--- config.mk ---
export PLATFORM = sky130hd
export DESIGN_NAME = key_event_pulser
export DESIGN_NICKNAME = d
export VERILOG_FILES = /design/src/rtl/key_input_pkg.sv /design/src/rtl/key_code_match.sv /design/src/rtl/key_event_pulser.sv
export SDC_FILE = /design/constraint.sdc
export NUM_CORES = 1
export LEC_CHECK = 0
export BUFFER_PORTS_ARGS = -buffer_cell sky130_fd_sc_hd__clkbuf_2
export CORE_AREA = 4 4 203 205
export CTS_BUF_LIST = sky130_fd_sc_hd__clkbuf_2
export DETAILED_ROUTE_END_ITERATION = 8
export DIE_AREA = 0 0 207 209
export GPL_ROUTABILITY_DRIVEN = 1
export SETUP_SLACK_MARGIN = 0.05
export SYNTH_ARGS = -nofsm -noshare
export SYNTH_HDL_FRONTEND = slang
export SYNTH_SLANG_ARGS = --single-unit
--- constraint.sdc ---
create_clock -name clk -period 3.61 [get_ports clk]
set_input_delay 0.1805 -clock clk [delete_from_list [all_inputs] [get_ports clk]]
set_output_delay 0.1805 -clock clk [all_outputs]
set_load 0.01 [all_outputs]
--- src/rtl/key_input_pkg.sv ---
// key_input_pkg: scancodes, key indices and FSM encoding shared by the
// keyboard command path. Defining KEY_EVENT_PULSER_AUTOREPEAT_EN adds the
// HOLD state used by the auto-repeat option.
package key_input_pkg;

   // PS/2 set-2 make codes of the command keys
   localparam logic [8:0] KEY_W     = 9'h01D;
   localparam logic [8:0] KEY_A     = 9'h01C;
   localparam logic [8:0] KEY_S     = 9'h01B;
   localparam logic [8:0] KEY_D     = 9'h023;
   localparam logic [8:0] KEY_ENTER = 9'h05A;

   localparam int NUM_KEYS = 5;

   // Bit position of each command inside the one-hot pulse vector
   typedef enum logic [2:0] {
      K_UP = 3'd0,
      K_LT = 3'd1,
      K_DW = 3'd2,
      K_RT = 3'd3,
      K_CT = 3'd4
   } key_idx_t;

`ifdef KEY_EVENT_PULSER_AUTOREPEAT_EN
   typedef enum logic [1:0] {
      ST_IDLE = 2'd0,
      ST_LOCK = 2'd1,
      ST_HOLD = 2'd2
   } state_t;
`else
   typedef enum logic [1:0] {
      ST_IDLE = 2'd0,
      ST_LOCK = 2'd1
   } state_t;
`endif

   function automatic int max3(input int a, input int b, input int c);
      int m;
      m = (a > b) ? a : b;
      return (m > c) ? m : c;
   endfunction

   // Scancode belonging to a one-hot key vector (zero when nothing is set)
   function automatic logic [8:0] key_code(input logic [NUM_KEYS-1:0] oh);
      logic [8:0] code;
      code = 9'h000;
      if (oh[K_UP]) code = KEY_W;
      if (oh[K_LT]) code = KEY_A;
      if (oh[K_DW]) code = KEY_S;
      if (oh[K_RT]) code = KEY_D;
      if (oh[K_CT]) code = KEY_ENTER;
      return code;
   endfunction

endpackage

--- src/rtl/key_code_match.sv ---
// key_code_match: maps a 9-bit scancode onto the one-hot command vector and
// flags whether it is one of the five command keys.
module key_code_match
   import key_input_pkg::*;
(
   input  logic [8:0]          i_code,
   output logic [NUM_KEYS-1:0] o_onehot,
   output logic                o_hit
);

   // Pure lookup, no state
   always_comb begin
      o_onehot = '0;
      case (i_code)
         KEY_W:     o_onehot[K_UP] = 1'b1;
         KEY_A:     o_onehot[K_LT] = 1'b1;
         KEY_S:     o_onehot[K_DW] = 1'b1;
         KEY_D:     o_onehot[K_RT] = 1'b1;
         KEY_ENTER: o_onehot[K_CT] = 1'b1;
         default:   o_onehot = '0;
      endcase
      o_hit = |o_onehot;
   end

endmodule

--- src/rtl/key_event_pulser.sv ---
// key_event_pulser: turns Keyboard_Decoder level outputs into one-cycle
// W/A/S/D/Enter command pulses with a post-press lockout.
// Optional macro KEY_EVENT_PULSER_AUTOREPEAT_EN adds a HOLD state that
// re-issues the held key's pulse after REPEAT_DELAY, then every REPEAT_PERIOD.
//
// Handshake: key_valid is a level strobe; only its rising edge (key_valid=1
// while the registered copy is 0) is an event. Pulses are registered and
// appear exactly one cycle after the event, at most one pulse per cycle.
module key_event_pulser
   import key_input_pkg::*;
#(
   parameter int LOCKOUT_CYCLES = 1000000,
   parameter int REPEAT_DELAY   = 50000000,
   parameter int REPEAT_PERIOD  = 10000000
) (
   input  logic         clk,
   input  logic         rst,
   input  logic [511:0] key_down,
   input  logic [8:0]   last_change,
   input  logic         key_valid,
   output logic         up_pulse,
   output logic         lt_pulse,
   output logic         dw_pulse,
   output logic         rt_pulse,
   output logic         ct_pulse,
   output logic         busy,
   output state_t       dbg_state
);

   localparam int CNT_W = $clog2(max3(LOCKOUT_CYCLES, REPEAT_DELAY, REPEAT_PERIOD)) + 1;
   localparam logic [CNT_W-1:0] CNT_ONE   = CNT_W'(1);
   localparam logic [CNT_W-1:0] LOCK_LOAD = CNT_W'(LOCKOUT_CYCLES - 1);
`ifdef KEY_EVENT_PULSER_AUTOREPEAT_EN
   // First repeat lands REPEAT_DELAY cycles after the original pulse; the
   // lockout already consumed LOCKOUT_CYCLES of that wait.
   localparam int HOLD_DELAY_I = (REPEAT_DELAY - LOCKOUT_CYCLES - 1 > 0) ?
                                 (REPEAT_DELAY - LOCKOUT_CYCLES - 1) : 0;
   localparam logic [CNT_W-1:0] HOLD_LOAD = CNT_W'(HOLD_DELAY_I);
   localparam logic [CNT_W-1:0] REP_LOAD  = CNT_W'(REPEAT_PERIOD - 1);
`endif

   logic                r_kv_q;
   state_t              r_state;
   logic [CNT_W-1:0]    r_cnt;
   logic [NUM_KEYS-1:0] r_pulse;
   logic [NUM_KEYS-1:0] w_onehot;
   logic                w_hit;
   logic                w_event;
   logic                w_press;
`ifdef KEY_EVENT_PULSER_AUTOREPEAT_EN
   logic [NUM_KEYS-1:0] r_key;
   logic [CNT_W-1:0]    r_rcnt;
   logic                w_key_held;
`endif

   key_code_match u_match (
      .i_code   (last_change),
      .o_onehot (w_onehot),
      .o_hit    (w_hit)
   );

   // A press is a rising edge of key_valid on a command key that is now down
   assign w_event = key_valid & ~r_kv_q;
   assign w_press = w_event & w_hit & key_down[last_change];
`ifdef KEY_EVENT_PULSER_AUTOREPEAT_EN
   assign w_key_held = key_down[key_code(r_key)];
`endif

   // Event edge detector, lockout/repeat FSM and registered pulse outputs
   always_ff @(posedge clk) begin
      if (rst) begin
         r_kv_q  <= 1'b0;
         r_state <= ST_IDLE;
         r_cnt   <= '0;
         r_pulse <= '0;
`ifdef KEY_EVENT_PULSER_AUTOREPEAT_EN
         r_key   <= '0;
         r_rcnt  <= '0;
`endif
      end else begin
         r_kv_q  <= key_valid;
         r_pulse <= '0;
         case (r_state)
            ST_IDLE: begin
               if (w_press) begin
                  r_pulse <= w_onehot;
                  r_cnt   <= LOCK_LOAD;
                  r_state <= ST_LOCK;
`ifdef KEY_EVENT_PULSER_AUTOREPEAT_EN
                  r_key   <= w_onehot;
`endif
               end
            end
            ST_LOCK: begin
               // Presses are dropped here, including one in the exit cycle
               if (r_cnt == '0) begin
`ifdef KEY_EVENT_PULSER_AUTOREPEAT_EN
                  if (w_key_held) begin
                     r_rcnt  <= HOLD_LOAD;
                     r_state <= ST_HOLD;
                  end else begin
                     r_state <= ST_IDLE;
                  end
`else
                  r_state <= ST_IDLE;
`endif
               end else begin
                  r_cnt <= r_cnt - CNT_ONE;
               end
            end
`ifdef KEY_EVENT_PULSER_AUTOREPEAT_EN
            ST_HOLD: begin
               if (w_press && (w_onehot != r_key)) begin
                  // Another key takes over as a fresh press
                  r_pulse <= w_onehot;
                  r_cnt   <= LOCK_LOAD;
                  r_key   <= w_onehot;
                  r_state <= ST_LOCK;
               end else if (!w_key_held) begin
                  r_state <= ST_IDLE;
               end else if (r_rcnt == '0) begin
                  r_pulse <= r_key;
                  r_rcnt  <= REP_LOAD;
               end else begin
                  r_rcnt <= r_rcnt - CNT_ONE;
               end
            end
`endif
            default: r_state <= ST_IDLE;
         endcase
      end
   end

   assign up_pulse  = r_pulse[K_UP];
   assign lt_pulse  = r_pulse[K_LT];
   assign dw_pulse  = r_pulse[K_DW];
   assign rt_pulse  = r_pulse[K_RT];
   assign ct_pulse  = r_pulse[K_CT];
   assign busy      = (r_state != ST_IDLE);
   assign dbg_state = r_state;

endmodule

==> run_results.csv, run 1 <==
group,metric,value,unit
synthesis,synth_edf_count,0,
drt,routed-wl-met3,860,µm
sta,rsz0062_at_grt,"no",
cts,path_clk_slew,210,ps
cts,cts_tree,"done",
setup_path,critPathRequiredTime,3920,ps
place,hpwlAfterDp,9.318,mm
drt,first_pass_iters,4,
synthesis,ys.flop_type,"dfxtp_1",
pwr,power,821.6,µW
cts,cts_buffers,5,
hold_path,holdPathStages,2,
finish,fin_cells,1021,
sta,skew,26.99,ps
global_route,grt_overflow,0,
synthesis,synth-async-reset-ratio,0,%
cts,hold_buffers,0,
setup_path,r2r-end,"r_cnt[13]",
drt,route.met2.wl,5.605,mm
synthesis,ys_warn_count,0,
sta,setup_tns,0,ps
global_route,grt_pass1_vias,3339,
floorplan,start_util,7.899,%
synthesis,ys_ff_latch,34,
pwr,leakagePower,1.901,nW
global_route,antenna_found_initial,1,
setup_path,crit_path_start_kind,"flip-flop",
cts,cts_setup_buffers,0,
synthesis,synth_top_area_cell,"dfxtp_1",
place,gp_congestion,0.8193,
drt,ant_nets,0,
sta,finalSetupViolCount,0,
pwr,power_density,185.2,nW/µm²
sta,fmax,371.3,MHz
synthesis,syn_nets,884,
floorplan,coreArea,39460,µm²
status,outcome,"finished clean",
setup_path,rr_startpoint,"r_cnt[18]",
sta,fin_crit_sh,74.60,%
global_route,grt_pass1_wl,16.98,mm
sta,hold_violations,0,
sta,drv_slew,0,
sta,relSlewSlack,42.07,%
synthesis,synthCells,358,
finish,finish.instance_area,4437,µm²
place,port_buffers,146,
finish,multi_input_area,2226,µm²
floorplan,placementRows,73,
cts,clk-insertion-delay-late,400,ps
setup_path,worst_setup_path_end_kind,"flip-flop",
sta,min_period,2693,ps
synthesis,yosysUniqueCellTypes,68,
floorplan,die_y,209,µm
drt,highest_layer,"met4",
finish,nFillCells,4601,
cts,htree_levels,2,
setup_path,critPathKind,"reg -> reg",
synthesis,synth_seq_area_share,21.84,%
pwr,peakVddDrop,0.00009302,V
synthesis,netlist.area_leader.share,21.84,%
hold_path,min_from,"key_valid",
hold_path,hold_end,"r_kv_q",
global_route,grt_max_degree,24,
cts,root_buffer,"clkbuf_2",
setup_path,cp_max_fo,20,
global_route,track_usage,4.877,%
drt,wl_met1,4.370,mm
cts,cts_buffer_depth,2,
synthesis,yosys-top-cells-area,"dfxtp_1, mux2i_1, mux4_2",
synthesis,syn_area,3117,µm²
place,dp.cells,1012,
finish,nets,1020,
drt,drt_iter0_markers,163,
floorplan,die_area,43260,µm²
cts,cts_resized,0,
finish,seq_area,680.7,µm²
drt,drc,0,
drt,vias,3327,
drt,wirelength,11.10,mm
floorplan,ios,532,
setup_path,rrSetupSlack,920,ps
finish,syn_to_final_growth,42.35,%
setup_path,cp.arrival,3000,ps
cts,clock-sinks,34,
floorplan,die_w,207,µm
drt,vias_per_cell,3.259,
hold_path,hp-class,"in -> reg",
drt,wl_per_cell,10.87,µm
setup_path,rr_worst_depth,9,
finish,drive_above_1_share,36.97,%
sta,worstMarginPinSlew,867.7,ps
synthesis,syn_area_per_cell,8.706,µm²
finish,utilization,11.24,%
place,placed_area,4393,µm²
flow_run,drv_cap,0,
-- sequential cells by signal (all words and copies together) (netlist names) --
name and cells:
dbg_state 1, r_cnt 27, r_kv_q 1, r_pulse 5
-- layout by cell type (no fill, tap or decap), types with 9 or more instances in the layout --
| master | n |
|---|---|
| nand2_1 | 39 |
| nand3_1 | 9 |
| a31oi_1 | 9 |
| mux2i_1 | 44 |
| nor2_1 | 13 |
| inv_1 | 9 |
| a21oi_1 | 13 |
| clkbuf_2 | 150 |
| dfxtp_1 | 34 |
| nor3_1 | 22 |
| a22oi_1 | 13 |
| o21a_1 | 11 |
-- critical path: stages, from the launching register on --
cell and delay (ps):
dfxtp_1 410, or4_1 600, nor2_1 190, nand4_1 140, nand2_1 350, nand4_1 160, nor3_2 250, nor2_1 70
buf_4 220, o32ai_2 200
-- cell families (layout without fill, tap and decap cells) --
logic type / after synthesis / in the layout / synth area share (%)
simple gates: 139 / 139 / 25.53
compound gates: 87 / 87 / 19.79
mux: 57 / 57 / 23.77
flops: 34 / 34 / 21.84
buf+inv: 33 / 170 / 6.744
xor+xnor: 5 / 5 / 1.405
fa+ha+maj: 2 / 2 / 0.8028
other cells: 1 / 2 / 0.1203
-- power breakdown --
group | internal, mW | total, mW | leakage (nW) | switching (mW)
Clock | 0.0442 | 0.184 | 0.0264 | 0.140
Combinational | 0.134 | 0.259 | 1.60 | 0.126
Sequential | 0.377 | 0.378 | 0.274 | 0.00102
-- synth_stat cells (all sizes together) (6+ instances only) --
master  count
o21a       11
nor4        6
or3         8
mux2i      44
nand2      39
inv         9
buf        16
clkbuf      8
a31oi       9
a21oi      13
nor3       26
nand3       9
a22oi      13
dfxtp      34
mux4       12
nor2       13
nor2b       7
o21ai      13
-- per-stage QoR --
step / hold slack (ps) / worst slack (ps)
floorplan: 293.2 / 1335
global placement: 455.2 / 646.8
detailed placement: 462.9 / 604.4
CTS: 96.77 / 895.3
global route: 73.85 / 627.3
finish: 112.8 / 917.0
-- area by class of cell --
type	instances	area share [%]
Multi-Input combinational cell	291	50.17
Antenna cell	1	0.05640
Tap cell	525	14.81
Clock buffer	5	0.5640
Inverter	9	0.7614
Timing Repair Buffer	153	17.94
Clock inverter	3	0.3666
Sequential cell	34	15.34
-- per-layer routing --
metal	global-route usage [%]	vias up
met5	0	-
met4	1.619	0
met3	1.231	18
met2	9.114	182
met1	5.375	1485
li1	-	1642
-- how the worst max path moves through the flow --
stage              startpoint        end  slack, ps  cells past startpoint
5_1_grt             r_cnt[18]  r_cnt[13]        630                      9
3_5_place_dp   last_change[0]  r_cnt[16]        600                     11
3_3_place_gp   last_change[0]   r_cnt[4]        650                     10
2_1_floorplan        r_cnt[8]  r_cnt[21]       1340                      7
4_1_cts             r_cnt[18]  r_cnt[13]        900                      9
6_report            r_cnt[18]  r_cnt[13]        920                      9
Power figures use the tool's default switching activity.
==> run 2: changes to the inputs <==
==> constraint.sdc (replaced) <==
create_clock -name clk -period 2.4 [get_ports clk]
set_input_delay 0.12 -clock clk [delete_from_list [all_inputs] [get_ports clk]]
set_output_delay 0.12 -clock clk [all_outputs]
set_load 0.01 [all_outputs]
==> run_results.csv, run 2 (synthesized netlist as in run 1, its figures left out) <==
group,metric,value,unit
status,outcome,"finished clean",
sta,min_period,2327,ps
setup_path,crit_path_start_kind,"flip-flop",
setup_path,critPathKind,"reg -> reg",
hold_path,min_from,"key_valid",
setup_path,cpMostUsedCell,"or4_4",
finish,nets,1076,
sta,relSlewSlack,62.93,%
flow_run,drv_cap,0,
cts,path_clk_slew,200,ps
setup_path,slowest_stage,"or4_4",
sta,rsz0062_at_grt,"yes",
finish,nFillCells,4588,
finish,mostFrequentLayoutCells,"clkbuf_2, buf_4, mux2i_1",
cts,cts_buffer_depth,2,
floorplan,ios,532,
global_route,grt_max_degree,22,
finish,largest_reg_flops,27,
drt,first_pass_iters,4,
cts,root_buffer,"clkbuf_2",
finish,fin_cells,1077,
finish,top_register,"r_cnt",
finish,drive_above_1_share,45.19,%
finish,finish.instance_area,4917,µm²
setup_path,crit_chain,"or4_4 -> nor3_4 -> nand3_2 -> or3_4 -> or4_4 -> nor3_2 -> a31oi_1 -> o21ai_1",
floorplan,coreArea,39460,µm²
finish,final_common_cell,"clkbuf_2",
global_route,grt_pass1_wl,18.55,mm
setup_path,critPathTopFamily,"simple AND/OR/NAND/NOR gates",
setup_path,critPathBufInv,0,
setup_path,cp_max_fo,4,
setup_path,rrSetupSlack,70,ps
place,port_buffers,146,
setup_path,rr_worst_depth,8,
sta,worstMarginPinSlew,555.3,ps
pwr,peakVddDrop,0.0001288,V
sta,skew,22.72,ps
floorplan,die_y,209,µm
drt,wirelength,11.88,mm
setup_path,crit_start,"r_cnt[8]",
drt,vias_per_cell,3.333,
floorplan,die_w,207,µm
place,hpwlAfterDp,10.07,mm
setup_path,worst_setup_path_end_kind,"flip-flop",
sta,setup_tns,0,ps
hold_path,hp-class,"in -> reg",
place,placed_area,4796,µm²
drt,drt_iter0_markers,103,
finish,syn_to_final_growth,57.77,%
cts,hold_buffers,0,
setup_path,r2r-end,"r_cnt[21]",
setup_path,rr_startpoint,"r_cnt[8]",
floorplan,placementRows,73,
cts,cts_tree,"done",
place,dp.cells,1064,
global_route,antenna_found_initial,1,
drt,wl_per_cell,11.03,µm
floorplan,die_area,43260,µm²
finish,utilization,12.46,%
pwr,leakagePower,2.211,nW
global_route,grt_overflow,0,
cts,htree_levels,2,
cts,clk-insertion-delay-late,400,ps
setup_path,setup.worst_path.end,"r_cnt[21]",
finish,reg.largest.list,"r_cnt x27, r_pulse x5",
pwr,power,1.281,mW
sta,hold_violations,0,
setup_path,critPathMaxStageDelay,550,ps
sta,drv_slew,0,
drt,drc,0,
global_route,track_usage,5.280,%
setup_path,crit_cells,8,
pwr,power_density,260.6,nW/µm²
cts,clock-sinks,34,
sta,finalSetupViolCount,0,
setup_path,cp.arrival,2680,ps
drt,vias,3590,
floorplan,start_util,7.899,%
drt,ant_nets,0,
global_route,grt_pass1_vias,3754,
sta,fin_crit_sh,96.96,%
cts,cts_buffers,5,
sta,fmax,429.7,MHz
place,gp_congestion,0.8317,
setup_path,critPathRequiredTime,2760,ps
run 2: changes by cell type in the layout (fill, tap and decap cells not counted), sizes merged:
| cell | previous run | this run |
|---|---|---|
| clkinvlp | 1 | 0 |
| clkbuf | 150 | 151 |
| buf | 8 | 64 |
run 2: area by class of cell:
type	count	area, µm²	area share, %
clock buffer	6	30.03	0.6107
timing repair buffer	209	1232	25.06
multi-input combinational	291	2271	46.18
sequential	34	681.9	13.87
tap	525	656.9	13.36
antenna	1	2.502	0.05089
inverter	9	33.78	0.6870
clock inverter	2	8.758	0.1781
run 2: through the flow:
| step | hold WS, ps | setup WS [ps] |
|---|---|---|
| final | 52.92 | 72.86 |
| after global routing | 26.61 | -50.52 |
| after CTS | 52.82 | 28.33 |
| after detailed placement | 471.7 | -316.2 |
| after global placement | 455.8 | -321.1 |
| after floorplan | 232.7 | 125.4 |
run 2: worst min path at each step:
stage / end / slack [ps] / cells past startpoint
floorplan: r_kv_q / 230 / 1
global placement: r_cnt[15] / 460 / 2
detailed placement: r_cnt[15] / 470 / 2
CTS: r_kv_q / 50 / 2
global route: r_kv_q / 30 / 2
finish: r_kv_q / 50 / 2
run 2: worst register-to-register path: stages (launching register included):
cell	delay [ps]
dfxtp_1	350
or4_4	550
nor3_4	200
nand3_2	110
or3_4	380
or4_4	440
nor3_2	160
a31oi_1	50
o21ai_1	70
run 2: metal layers:
| layer | GRT usage [%] | part of all wire, % |
|---|---|---|
| met1 | 5.785 | 39 |
| met2 | 10.04 | 52 |
| met5 | 0 | 0 |
| met4 | 1.984 | 2.0 |
| met3 | 1.006 | 7.0 |
run 2: where the power goes:
group / internal, mW / leakage [nW] / switching, mW / total, mW
combinational: 0.238 / 1.91 / 0.198 / 0.436
clock: 0.0716 / 0.0304 / 0.205 / 0.277
sequential: 0.567 / 0.275 / 0.00116 / 0.568
total: 0.877 / 2.21 / 0.404 / 1.28
run 2: what timing repair did:
item,CTS,global route
cloned,0,0
setup buffers,0,4
endpoints found under the setup margin,1,25
pin swaps,0,1
gates resized for setup,0,13
